--- src/rtl/positadd_rr_scheduler.sv ---
// Round-robin front end that shares one fully pipelined posit adder among NREQ requesters,
// tagging every issued operation so its sum is steered back to the requester that issued it.
module positadd_rr_scheduler #(
    parameter int N       = 32,
    parameter int NREQ    = 4,
    parameter int LATENCY = 4,
    parameter int MAX_OUT = 2
) (
    input  logic              clk,
    input  logic              reset_n,
    input  logic [NREQ-1:0]   req_valid,
    output logic [NREQ-1:0]   req_ready,
    input  logic [NREQ*N-1:0] req_in1,
    input  logic [NREQ*N-1:0] req_in2,
    output logic [NREQ-1:0]   rsp_valid,
    output logic [N-1:0]      rsp_result,
    output logic              rsp_inf,
    output logic              rsp_zero,
    output logic              add_start,
    output logic [N-1:0]      add_in1,
    output logic [N-1:0]      add_in2,
    input  logic [N-1:0]      add_result,
    input  logic              add_inf,
    input  logic              add_zero,
    input  logic              add_done,
    output logic              err_sync
);

    localparam int IW = (NREQ > 1) ? $clog2(NREQ) : 1;
    localparam int CW = $clog2(MAX_OUT + 1);
    localparam int LW = $clog2(LATENCY + 1);

    logic [IW-1:0] ptr;
    logic [CW-1:0] out_cnt [NREQ];
    logic          tag_v   [LATENCY];
    logic [IW-1:0] tag_id  [LATENCY];
    logic [LW-1:0] ign_cnt;
    logic [N-1:0]  hold_in1;
    logic [N-1:0]  hold_in2;

    logic [NREQ-1:0] rsp_hit;
    logic [NREQ-1:0] eligible;
    logic            rsp_any;
    logic            grant;
    logic [IW-1:0]   grant_id;
    logic [IW:0]     cand;
    logic [N-1:0]    sel_in1;
    logic [N-1:0]    sel_in2;

    always_comb begin
        rsp_hit = '0;
        if (reset_n && tag_v[LATENCY-1]) begin
            rsp_hit[tag_id[LATENCY-1]] = 1'b1;
        end
        rsp_any = |rsp_hit;
    end

    // A response leaving this cycle frees its credit immediately, so a lone requester keeps MAX_OUT in flight.
    always_comb begin
        eligible = '0;
        for (int i = 0; i < NREQ; i++) begin
            eligible[i] = reset_n && req_valid[i] &&
                          ((out_cnt[i] - CW'(rsp_hit[i])) < CW'(MAX_OUT));
        end
    end

    always_comb begin
        grant    = 1'b0;
        grant_id = '0;
        cand     = '0;
        for (int k = 0; k < NREQ; k++) begin
            cand = {1'b0, ptr} + (IW+1)'(k);
            if (cand >= (IW+1)'(NREQ)) begin
                cand = cand - (IW+1)'(NREQ);
            end
            if (!grant && eligible[cand[IW-1:0]]) begin
                grant    = 1'b1;
                grant_id = cand[IW-1:0];
            end
        end
    end

    always_comb begin
        req_ready = '0;
        if (grant) begin
            req_ready[grant_id] = 1'b1;
        end
        sel_in1   = req_in1[int'(grant_id)*N +: N];
        sel_in2   = req_in2[int'(grant_id)*N +: N];
        add_start = grant;
        add_in1   = grant ? sel_in1 : hold_in1;
        add_in2   = grant ? sel_in2 : hold_in2;
    end

    always_comb begin
        rsp_valid  = rsp_hit;
        rsp_result = rsp_any ? add_result : '0;
        rsp_inf    = rsp_any & add_inf;
        rsp_zero   = rsp_any & add_zero;
    end

    // After reset the adder may still emit done pulses for dropped ops, so the check is muted for LATENCY cycles.
    always_ff @(posedge clk) begin
        if (!reset_n) begin
            ptr      <= '0;
            hold_in1 <= '0;
            hold_in2 <= '0;
            err_sync <= 1'b0;
            ign_cnt  <= LW'(LATENCY);
            for (int s = 0; s < LATENCY; s++) begin
                tag_v[s]  <= 1'b0;
                tag_id[s] <= '0;
            end
            for (int i = 0; i < NREQ; i++) begin
                out_cnt[i] <= '0;
            end
        end else begin
            if (grant) begin
                ptr      <= (grant_id == IW'(NREQ - 1)) ? '0 : grant_id + IW'(1);
                hold_in1 <= sel_in1;
                hold_in2 <= sel_in2;
            end
            tag_v[0]  <= grant;
            tag_id[0] <= grant_id;
            for (int s = 1; s < LATENCY; s++) begin
                tag_v[s]  <= tag_v[s-1];
                tag_id[s] <= tag_id[s-1];
            end
            for (int i = 0; i < NREQ; i++) begin
                out_cnt[i] <= out_cnt[i] + CW'(req_ready[i]) - CW'(rsp_hit[i]);
            end
            if (ign_cnt != '0) begin
                ign_cnt <= ign_cnt - LW'(1);
            end else if (add_done != tag_v[LATENCY-1]) begin
                err_sync <= 1'b1;
            end
        end
    end

endmodule

--- config.mk ---
export PLATFORM = sky130hd
export DESIGN_NAME = positadd_rr_scheduler
export DESIGN_NICKNAME = d
export VERILOG_FILES = /design/src/rtl/positadd_rr_scheduler.sv
export SDC_FILE = /design/constraint.sdc
export NUM_CORES = 1
export LEC_CHECK = 0
export BUFFER_PORTS_ARGS = -buffer_cell sky130_fd_sc_hd__buf_2
export CAP_MARGIN = 20
export CELL_PAD_IN_SITES_DETAIL_PLACEMENT = 1
export CELL_PAD_IN_SITES_GLOBAL_PLACEMENT = 1
export CORE_MARGIN = 8
export CORE_UTILIZATION = 30
export CTS_CLUSTER_DIAMETER = 80
export CTS_CLUSTER_SIZE = 28
export DETAILED_ROUTE_END_ITERATION = 10
export GPL_TIMING_DRIVEN = 0
export PLACE_DENSITY_LB_ADDON = 0.12
export SYNTH_ARGS = -nofsm -noshare
export SYNTH_HDL_FRONTEND = slang
export SYNTH_SLANG_ARGS = --single-unit
export TNS_END_PERCENT = 100
--- constraint.sdc ---
create_clock -name clk -period 5.3 [get_ports clk]
set_input_delay 1.06 -clock clk [delete_from_list [all_inputs] [get_ports clk]]
set_output_delay 1.06 -clock clk [all_outputs]
set_load 0.005 [all_outputs]
Yosys cells after proc, flatten, opt, wreduce, memory -nomap -nowiden

Memories as Yosys holds them, arrays and structs flattened.
Cells that the tools add are included.

Mux-type cells: 44
Multipliers: 0
Eq/ne operators: 2
Bitwise logic cells: 15
Shifts and indexed selects: 2
Add/sub/neg operators: 21
$lt $le $gt $ge: 16
Reduce and logical (&&, ||, !) cells: 20
Divide/modulo/power cells: 0

Operators by type and width:

| kind                | number |
|---|---|
| $shiftx 128x8->32   | 2 |
| $mux 32             | 3 |
| $mux 2              | 17 |
| $lt 2x3->1 const B  | 6 |
| $mux 1              | 16 |
| $sub 2x1->2         | 8 |
| $logic_and 1x1->1   | 14 |
| $or 1x1->1          | 12 |
| $ge 3x3->1 const B  | 3 |
| $add 2x1->2         | 4 |
| $bmux 1 s2          | 4 |
| $lt 2x2->1 const B  | 4 |
| $mux 4              | 2 |
| $sub 2x1->2 const B | 4 |
| $add 2x2->3 const B | 2 |
| $demux 1 s2         | 2 |
| $ge 2x1->1 const B  | 2 |
| $reduce_or 4->1     | 1 |
| $add 2x1->3 const B | 1 |
| $ge 2x3->1 const B  | 1 |
| $logic_not 1->1     | 3 |
| $reduce_bool 3->1   | 1 |
| $sub 3x1->3 const B | 1 |
| $add 2x1->2 const B | 1 |
| other kinds (5)     | 6 |

Latch bits: 0
Memories: 3
Bits in registers: 70
Input bits: 297
Memory bits (read-only): 0
RAM bits: 20
Output and inout port bits: 108

Memories:

| memory  | depth | bits a word | read ports | clocked after Yosys merged registers in | wr ports | line | source |
|---|---|---|---|---|---|---|---|
| out_cnt | 4     | 2           | 4          | 0                                       | 4        | 34   | `logic [CW-1:0] out_cnt [NREQ];` |
| tag_id  | 4     | 2           | 4          | 0                                       | 4        | 36   | `logic [IW-1:0] tag_id [LATENCY];` |
| tag_v   | 4     | 1           | 4          | 0                                       | 4        | 35   | `logic tag_v [LATENCY];` |

Depth between registers and ports, before layout

An unclocked memory read counts as a cell.

Depth in word-level cells: 29
Mapped depth: 16
Depth with buffers taken out: 13

Worst setup path after synthesis

No wires, ideal clock.

Kind: input to output
Start: input reset_n
End: output add_in1[22]
Path buffers: 4
Cell stages on the path: 13
Slack: 699 ps
Arrival time: 3541 ps
Data required time: 4240 ps
Cell sequence: clkbuf_1 nand2_1 nor3b_1 ha_1 xnor2_1 nand3_1 a211o_1 a21o_1 buf_2 buf_6 buf_6 mux2i_1 a211oi_1

Longest elaborated chain between the ends: 19
Elaborated cells between the ends (all ways): 42
Those cells by class: add/sub (4); order compare (4); shift (1); mux (18); reduce/logical (15)

Ends and longest elaborated chain:

| what                         | line | source |
|---|---|---|
| from (decl)                  | 10   | `input logic reset_n,` |
| $logic_and 1x1->1 *          | 52   | `if (reset_n && tag_v[LATENCY-1]) begin` |
| $mux 4 *                     | 52   |  |
| named net rsp_valid[1]       | 15   | `output logic [NREQ-1:0] rsp_valid,` |
| $sub 2x1->2 *                | 63   | `((out_cnt[i] - CW'(rsp_hit[i])) < CW'(MAX_OUT));` |
| $lt 2x2->1 *                 | 63   |  |
| $logic_and 1x1->1 *          | 62   | `eligible[i] = reset_n && req_valid[i] &&` |
| $bmux 1 s2                   | 76   | `if (!grant && eligible[cand[IW-1:0]]) begin` |
| $mux 1 (not written as such) | 76   |  |
| (+4 left out)                | n/a  |  |
| $logic_not 1->1              | 76   |  |
| $logic_and 1x1->1            | 76   |  |
| $mux 1                       | 76   |  |
| $logic_not 1->1              | 76   |  |
| $logic_and 1x1->1            | 76   |  |
| $mux 2                       | 76   |  |
| $shiftx 128x8->32            | 88   | `sel_in1 = req_in1[int'(grant_id)*N +: N];` |
| $mux 32 *                    | 91   | `add_in1 = grant ? sel_in1 : hold_in1;` |
| to (decl)                    | 20   | `output logic [N-1:0] add_in1,` |

The timed path passes the listed nets; every way through them passes the cells marked *. The select of a mux whose other input is x is not followed.

Worst setup path after layout

Start: input reset_n
End: output add_in2[7]

Longest elaborated chain between the ends: 19
Elaborated cells between the ends (all ways): 42
Those cells by class: add/sub (4); order compare (4); shift (1); mux (18); reduce/logical (15)

Ends and longest elaborated chain:

| what                         | line | source |
|---|---|---|
| $logic_and 1x1->1            | 52   |  |
| $mux 4                       | 52   |  |
| $sub 2x1->2                  | 63   |  |
| $lt 2x2->1                   | 63   |  |
| $logic_and 1x1->1            | 62   |  |
| $bmux 1 s2                   | 76   |  |
| $mux 1 (not written as such) | 76   |  |
| $mux 1                       | 76   |  |
| (+3 left out)                | n/a  |  |
| $logic_not 1->1              | 76   |  |
| $logic_and 1x1->1            | 76   |  |
| $mux 1                       | 76   |  |
| $logic_not 1->1              | 76   |  |
| $logic_and 1x1->1            | 76   |  |
| $mux 2                       | 76   |  |
| $shiftx 128x8->32            | 89   | `sel_in2 = req_in2[int'(grant_id)*N +: N];` |
| $mux 32 *                    | 92   | `add_in2 = grant ? sel_in2 : hold_in2;` |
| to (decl)                    | 21   | `output logic [N-1:0] add_in2,` |

Mark *: on every way between the ends. The rest lies on a longest branch, timed or not. The select of a mux whose other input is x is not followed.

==> flow_metrics.tcl <==
set metrics [dict create \
    hold_slack_ns 0.433 \
    setup_slack_ns 0.152 \
    irDropWorstVdd_mv 0.164 \
    holdPathEnd "tag_id[2][1]" \
    firstDrtPassIters 4 \
    min_from "tag_id[1][1]" \
    clock_skew_ns 0.00928 \
    slew_violations 0 \
    synth-seq-cells 90 \
    die_h_um 164 \
    ys_seq_area_share_pct 27.4 \
    max_freq_mhz 194 \
    final_nets 1488 \
    avgSynthCellArea_um2 8.65 \
    cts_tree "yes" \
    clock_latency_ns 0.35 \
    p_leak_nw 4.55 \
    via_per_inst 5.21 \
    critPathKind "primary input to output port" \
    crit_path_end_kind "output port" \
    drtIter0Drc 283 \
    reg2regPathDepth 14 \
    async_reset_ff_share_pct 0 \
    grt_overflow 0 \
    path_clk_slew_ns 0.06 \
    synth_flop_cell "dfxtp_1" \
    worstMarginPinSlew_ns 0.667 \
    syn_inst 760 \
    portBuffers 404 \
    synth.distinct_cells 39 \
    detail-route-antenna-nets 0 \
    cts_hold_buffers 0 \
    final_cell_mix "buf_2, and2_1, a221oi_2" \
    crit_arrival_ns 4.09 \
    cp_slowest_cell "a221oi_1" \
    rr_startpoint "tag_v[3]" \
    fin_crit_sh_pct 97.1 \
    final_util_pct 43.8 \
    cap_violations 0 \
    grt_max_degree 14 \
    fin_cells 1476 \
    track_usage_pct 22.6 \
    pre_cts_ws_ns -0.748 \
    layout-drive-gt1-share_pct 49.9 \
    crit_fanout 10 \
    syn2layout_area_growth_pct 44.4 \
    worst-path-buf-inv 5 \
    gp_congestion 0.831 \
    cts.path.max_buffers 2 \
    period_minus_slack_ns 5.15 \
    syn_area_um2 6570 \
    h-tree-depth 3 \
    cp_cell_sequence "buf_2 > buf_4 > nand2_1 > nor3b_2 > ha_1 > xor2_2 > nor2_1 > a211o_1 > a21o_1 > buf_2 > clkbuf_2 > a221oi_1 > nor3_1 > buf_2" \
    ys_warn_count 0 \
    cts_inserted_buffers 9 \
    reg2reg_to "out_cnt[0][6]" \
    cp_top_family "compound AO/OA/AOI/OAI gates" \
    wire_per_inst_um 21.4 \
    power_mw 2.88 \
    setup_viol 0 \
    cp_slowest_stage_delay_ns 0.45 \
    synth_nets 1069 \
    core_um2 21700 \
    reg2reg_slack_ns 1.65 \
    drt-total-wl_um 31600 \
    slew_headroom_pct 55.6 \
    power.density_nw_per_um2 304 \
    crit_top_cell "buf_2" \
    synth-edff-count 0 \
    die_area_um2 26900 \
    final_common_cell "buf_2" \
    grt_pass1_wl_um 47100 \
    start_util_pct 30.3 \
    fp-row-count 54 \
    finalHoldViolations 0 \
    clock-sinks 90 \
    hpwl_um 25400 \
    cts_root_buf "clkbuf_16" \
    vias 7689 \
    dp.cells 1444 \
    hold_class "register to register" \
    pin_count 405 \
    required_ns 4.24 \
    start_kind "primary input" \
    num-fill-cells 2735 \
    remaining_drc_errors 0 \
    grt_pass1_vias 8371 \
    status "complete, no violations" \
    antenna_found_initial 15 \
    die_width_um 164 \
    whs_path_depth 1 \
]
==> cells by family (layout without fill, tap and decap cells) <==
| family | after synthesis | count (layout) | share of synthesized area, % |
|---|---|---|---|
| AOI/OAI and AO/OA | 146 | 146 | 26.9 |
| xor gates and xnor gates | 11 | 11 | 1.69 |
| adders and majority gates | 12 | 12 | 2.28 |
| buffers and inverters | 96 | 520 | 7.37 |
| DFF | 90 | 90 | 27.4 |
| muxes | 5 | 5 | 0.762 |
| other | 0 | 12 | 0 |
| and+or+nand+nor | 400 | 400 | 33.6 |
==> layer usage <==
layer,part of all wire [%],global-route usage [%]
met2,51,40.2
met1,40,24.9
met5,0.17,0
met3,6.8,6.52
met4,2.5,8.80
==> report_power, final <==
| part | internal [mW] | leakage (nW) | switching [mW] |
|---|---|---|---|
| combinational | 0.573 | 3.67 | 0.870 |
| sequential | 0.793 | 0.747 | 0.0389 |
| clock | 0.330 | 0.133 | 0.278 |
| total | 1.70 | 4.55 | 1.19 |
==> worst max path at each step <==
stage / to / startpoint / slack, ns / cells after the start
floorplan: add_in1[22] / reset_n / 0.70 / 13
global placement: add_in2[10] / reset_n / -0.75 / 14
detailed placement: add_in2[4] / reset_n / -0.75 / 14
CTS: add_in1[3] / reset_n / 0.002 / 14
global route: add_in2[7] / reset_n / -0.02 / 14
finish: add_in2[7] / reset_n / 0.15 / 14
==> metrics by stage <==
step,instance area [um2],setup TNS [ns]
after CTS,9340,0
after detailed placement,8940,-38.02
final,9490,0
after global placement,8940,-37.88
after global routing,9490,-0.0524
after floorplan,6570,0
==> synth_stat cells, types with 2 or more instances <==
cell type	n	area share, %
a221oi_1	39	5.2
buf_6	10	1.7
nor3b_1	3	0.34
a221oi_2	85	19
nand2_1	12	0.69
dfxtp_1	90	27
buf_2	18	1.4
nor3_1	64	4.9
xor2_2	2	0.49
inv_1	15	0.86
a21oi_1	5	0.38
mux2i_1	5	0.76
nor4_1	60	5.7
and3_1	34	3.2
o21ai_0	4	0.30
nand3_1	2	0.15
and2_1	142	14
or3_1	2	0.19
nor2_1	75	4.3
xor2_1	3	0.40
a211o_1	2	0.27
clkinv_1	2	0.11
a211oi_1	7	0.80
ha_1	12	2.3
buf_4	7	0.80
xnor2_1	6	0.80
clkbuf_1	42	2.4
==> cell type report <==
| cell class | count | area [um2] | share of cell area, % |
|---|---|---|---|
| diodes | 12 | 30.0 | 0.316 |
| well taps | 280 | 350 | 3.69 |
| clock buffers | 13 | 250 | 2.64 |
| clock inverters | 3 | 15.0 | 0.158 |
| multi-input cells | 574 | 4460 | 47.0 |
| repair buffers | 408 | 2050 | 21.6 |
| inverters | 18 | 68.8 | 0.725 |
| plain buffers | 78 | 459 | 4.84 |
| flip-flops and latches | 90 | 1800 | 19.0 |
==> flip-flops by register name (all words and copies together), names as in the netlist <==
name      cells
out_cnt       8
ptr           2
hold_in2     32
hold_in1     32
err_sync      1
tag_v         4
tag_id        8
ign_cnt       3
==> worst register-to-register path, delay by kind of cell, from the launching register on <==
kind | cells | cell delay [ns]
xor gates and xnor gates | 1 | 0.14
DFF | 1 | 0.30
AOI/OAI and AO/OA | 1 | 0.17
adders and majority gates | 3 | 0.80
and+or+nand+nor | 6 | 1.25
buffers and inverters | 3 | 0.89
==> repair_timing <==
item | CTS | global route
setup endpoints to repair | 69 | 66
pin swaps | 0 | 2
buffers inserted | 0 | 4
resized for setup | 30 | 44
gates cloned | 0 | 0
Power figures use the tool's default switching activity.
